`src/rtl/i2c_pwm_bank.sv`:
```
// i2c_pwm_bank: multi-channel PWM/GPIO bank behind the i2c_slave register interface.
// Ports: clk/rst (sync, active-high); addr/wen/wdata write path and combinational rdata;
// pwm_out/pwm_oe registered per-channel level and enable; period_wrap pulses after each PWM wrap.
module i2c_pwm_bank #(
  parameter int NCH = 4,
  parameter int PW = 8,
  parameter logic [7:0] BASE = 8'h04
) (
  input  logic           clk,
  input  logic           rst,
  input  logic [7:0]     addr,
  input  logic           wen,
  input  logic [7:0]     wdata,
  output logic [7:0]     rdata,
  output logic [NCH-1:0] pwm_out,
  output logic [NCH-1:0] pwm_oe,
  output logic           period_wrap
);
  localparam logic [7:0] PRESC_A = 8'(int'(BASE) + 2 * NCH);
  localparam logic [7:0] STATUS_A = 8'(int'(BASE) + 2 * NCH + 1);
  logic [3:0] ctrl [NCH];
  logic [PW-1:0] duty [NCH];
  logic [PW-1:0] duty_act [NCH];
  logic [7:0] presc, pcnt;
  logic [PW-1:0] cnt;
  logic presc_wr, tick, wrap;
  assign presc_wr = wen && addr == PRESC_A;
  // a PRESC write restarts the prescaler, so that edge never ticks
  assign tick = !presc_wr && pcnt == presc;
  assign wrap = tick && &cnt;
  always_comb begin
    rdata = '0;
    for (int i = 0; i < NCH; i++) begin
      if (addr == 8'(int'(BASE) + 2 * i)) rdata = {4'b0, ctrl[i]};
      if (addr == 8'(int'(BASE) + 2 * i + 1)) rdata = 8'(duty[i]);
    end
    if (addr == PRESC_A) rdata = presc;
    if (addr == STATUS_A) rdata = 8'(cnt);
  end
  always_ff @(posedge clk) begin
    if (rst) begin
      for (int i = 0; i < NCH; i++) begin
        ctrl[i] <= '0;
        duty[i] <= '0;
        duty_act[i] <= '0;
      end
      presc <= '0;
      pcnt <= '0;
      cnt <= '0;
      pwm_out <= '0;
      pwm_oe <= '0;
      period_wrap <= 1'b0;
    end else begin
      pcnt <= (presc_wr || tick) ? 8'd0 : pcnt + 8'd1;
      if (presc_wr) presc <= wdata;
      if (tick) cnt <= cnt + 1'b1;
      period_wrap <= wrap;
      for (int i = 0; i < NCH; i++) begin
        if (wen && addr == 8'(int'(BASE) + 2 * i)) ctrl[i] <= wdata[3:0];
        if (wen && addr == 8'(int'(BASE) + 2 * i + 1)) duty[i] <= wdata[PW-1:0];
        // active duty takes the pre-write shadow; static mode keeps it tracking
        if (wrap || ctrl[i][1:0] == 2'b00) duty_act[i] <= duty[i];
        pwm_out[i] <= ctrl[i][1:0] == 2'b00 ? ctrl[i][2] :
                      ctrl[i][1:0] == 2'b01 ? (cnt < duty_act[i]) :
                      ctrl[i][1:0] == 2'b10 ? !(cnt < duty_act[i]) : 1'b0;
        pwm_oe[i] <= ctrl[i][3];
      end
    end
  end
endmodule

```
`config.mk`:
```
export PLATFORM = sky130hd
export DESIGN_NAME = i2c_pwm_bank
export DESIGN_NICKNAME = d
export VERILOG_FILES = /design/src/rtl/i2c_pwm_bank.sv
export SDC_FILE = /design/constraint.sdc
export NUM_CORES = 1
export LEC_CHECK = 0
export CAP_MARGIN = 10
export CORE_MARGIN = 4
export CORE_UTILIZATION = 53
export DETAILED_ROUTE_END_ITERATION = 8
export PLACE_DENSITY = 0.72
export RECOVER_POWER = 50
export SYNTH_ARGS = -nofsm -noshare
export SYNTH_HDL_FRONTEND = slang
export SYNTH_SLANG_ARGS = --single-unit
```
`constraint.sdc`:
```
create_clock -name clk -period 2.6 [get_ports clk]
set_clock_uncertainty 0.15 [all_clocks]
set_input_delay 0.39 -clock clk [delete_from_list [all_inputs] [get_ports clk]]
set_output_delay 0.39 -clock clk [all_outputs]
set_load 0.05 [all_outputs]
```
==> summary.md <==
The flow ran to the end, and the final reports show no timing, DRC or antenna violations. Routability-driven placement finished with a final weighted congestion of 0.937. The total grt overflow was 0; the biggest fanout along the worst timing path was 2. Entering global routing, the biggest net connects 22 pins.

After detailed routing, the number of remaining DRC violations is 0. The synthesized netlist devotes 8.09% of its cell area to compound gates. The number of cells in the finished layout apart from fillers is 765, and the multiplexer share of the synthesized area is 5.26%. The logs give 113 for the TritonCTS sink count and 0 for the number of antenna violations at the first check in global routing. After synthesis, the largest family of logic cells by area is simple AND/OR/NAND/NOR gates. Counting the buffers created by CTS gives 17. The critical path is of the reg2out type. Type of the tightest min-delay check: reg2reg. Buffers placed on the I/O ports in this run total 35.

TritonCTS built the clock tree. The tools report the detailed-routing iteration count for the pre-antenna-repair pass as 5. In the layout the commonest cells are edfxtp_1, and2_1, buf_4, dfxtp_1. The clock passes through at most 2 buffers.

For the placeable core area, the log shows 0.0108 sq mm. STA classifies the critical path endpoint as an output pin. The sequential element share of the synthesized area came out at 52.5%.

Global routing used 24.7% of the available tracks. The via count of the first global-routing pass is 4473, and the average size of a mapped cell is 11.4 sq um. The logs give 0 for the antenna diode count and 36 for the count of boundary I/O pins. In this run the static leakage power is 2.97 nW. Clock-pin slew was measured on the worst setup and hold paths at 0.06 ns.

Of the cells placed in the final design, the portion with a size suffix greater than 1 is 20.2%. The logs give 10900 microns for the sum of net half-perimeters after detailed placement and 54.0% for the starting density of the core. During synthesis, Yosys emitted a total of 0 warnings. Synthesis inferred 113 register bits.

The critical path launch point type was a flop. For the pin with the worst max-slew slack, the measured transition is 1.00 ns. Once placement completed, the tool counted placed cells totaling 725.

The floorplan step defined a die boundary enclosing 0.0127 sq mm. The final route contains 4419 vias. Most common flop cell mapped by yosys: edfxtp_1. Max-cap violations in this run came to 0.

The run gives 14900 microns as the total wirelength of the detailed-routed design. In this run the tightest slew margin relative to its limit is 33.1%. Power spread over the standard cell area amounts to 658 mW/mm^2.

The die is 113 microns wide. Dividing the detail-routed wire length by the instance count gives 19.5 microns. Summing the areas of all xor and xnor instances in the mapped netlist gives 2.70% of the synthesized area. Setup total negative slack on the finished layout was measured at 0 ns. Summing the areas of all and, or, nand and nor instances in the mapped netlist gives 21.8% of the synthesized area. Counting flops with a built-in enable in the synthesized netlist gives 80. The fraction of registers with async set or reset after synthesis is 0%, and the number of nets still failing antenna checks after routing is 0.

Of all cell types, the one taking the most synthesized area is edfxtp_1. For the number of nets produced by synthesis, the log shows 562. At the worst endpoint, the arrival time is 2.00 ns. The logs give 4 for the number of H-tree levels and 0.52 ns for the clock latency at the later pin of the worst-skew pair.

In the routed layout, each cell is associated on average with a via count of 5.78. The shortest period the worst path allows is 2.54 ns. The vertical die dimension is 113 microns. The final-stage net count is 661, and the global-route wire length before repair is 23800 microns. For this run, the top clock speed supported by timing is 393 MHz.

The run gives 0 as the count of endpoints failing hold in the final timing report. The mapped netlist covers 0.00583 sq mm. The library cell used most frequently in the layout, excluding fill and tap cells, is edfxtp_1. The tools report the cell at the root of the clock tree as clkbuf_8.

After Yosys synthesis, full adders, half adders and majority gates account for 6.44% of the synthesized area. For the worst setup path, the data required time is 2.06 ns. The detailed router's first-iteration violation count is 337, and the post-synthesis cell count is 513.

In the post-synthesis netlist, the biggest area contributors are edfxtp_1, dfxtp_1, and2_1. The distinct cell type count of the synthesized netlist was 52. The number of cell rows is 38, and the layout overhead on the synthesized area is 28.6%.

After layout, the worst path uses 97.9% of the clock period. The run gives 0 as the total of endpoints with negative setup slack in the final report. The top cell type by area accounts for 41.2% of the synthesized area. The run gives 0 as the max-slew violation count. The tools report the total of fill cells in the finished design as 744.

Across the VDD grid, the largest voltage drop is 0.000510 V.
[repair_timing]
item / 4_1_cts / 5_1_grt
hold buffers: 0 / 0
pin swaps: 4 / 2
cloned: 0 / 0
setup endpoints to repair: 8 / 7
setup buffers: 4 / 5
resized for setup: 24 / 3
[cells in the mapped netlist, types with 2 or more instances]
master	number
mux4_2	8
o22ai_1	4
o21ai_0	8
and3_1	2
o31ai_1	2
clkbuf_1	9
or4_1	2
nand3_1	24
mux2i_1	7
or2_2	5
nor4_4	2
o22a_1	3
xnor2_1	3
nand4_1	2
o21a_1	4
xor2_1	15
buf_2	7
a2111oi_0	4
nand3b_1	5
nor2b_1	8
buf_1	2
mux2_2	5
nand2b_1	6
dfxtp_1	33
and2_1	80
edfxtp_1	80
a31o_2	4
nor4_1	7
nor3b_1	2
nand4b_2	2
inv_1	29
a22oi_1	8
a41o_1	2
a21oi_1	26
nor3_1	12
a21o_1	2
nand2_1	30
ha_1	30
nor2_1	15
a221oi_1	2
[metal layers]
layer	vias up	wire length, microns	track usage (%)
met1	2142	6380	31.6
met2	164	7270	40.4
met3	43	764	4.81
met4	0	500	11.9
met5	-	0	0
li1	2070	-	-
[state kept, by name, indices dropped and copies added, names as in the netlist]
register,flops
duty,32
duty_act,32
ctrl,16
cnt,8
pcnt,8
presc,8
pwm_oe,4
pwm_out,4
period_wrap,1
[metrics by stage]
| stage | setup WS (ns) | total power, mW | instance area, sq um | hold slack [ns] | util [%] |
|---|---|---|---|---|---|
| after floorplan | -0.0353 | 2.33 | 5850 | 0.300 | - |
| after global placement | -0.224 | 2.52 | 6800 | 0.328 | 63.0 |
| after detailed placement | -0.241 | 2.53 | 6800 | 0.336 | 63.0 |
| after CTS | -0.00107 | 4.95 | 7510 | 0.125 | 69.6 |
| after global routing | -0.00703 | 5.10 | 7500 | 0.380 | 69.5 |
| final | 0.0551 | 4.94 | 7500 | 0.346 | 69.5 |
[area by class of cell]
class	count	area (sq um)	share of cell area [%]
Multi-Input combinational cell	353	2680	35.7
Inverter	29	109	1.45
Tap cell	140	175	2.33
Clock buffer	19	422	5.62
Clock inverter	13	191	2.55
Timing Repair Buffer	98	866	11.5
Sequential cell	113	3060	40.8
[cell families after synthesis]
group / after synthesis
and+or+nand+nor: 213
DFF: 113
AOI/OAI and AO/OA: 72
buffers and inverters: 47
adders and majority gates: 30
muxes: 20
xor gates and xnor gates: 18
[power by group]
group          switching (mW)  leakage (nW)  internal [mW]
clock                   0.792         0.294           1.63
sequential             0.0485          1.05           2.02
combinational           0.250          1.63          0.189
[worst max-delay path: stages (launching register included)]
cell	delay [ns]
edfxtp_1	0.41
mux4_2	0.52
a221oi_2	0.31
a21oi_2	0.07
buf_6	0.16
[final timing paths]
path | startpoint | end | slack (ns) | depth (start not counted)
max | duty[1][3] | rdata[3] | 0.06 | 4
max reg2reg | cnt[5] | pwm_out[1] | 0.13 | 5
min reg2reg | presc[5] | presc[5] | 0.35 | 2
min | presc[5] | presc[5] | 0.35 | 2
(Power assumes the default switching activity.)
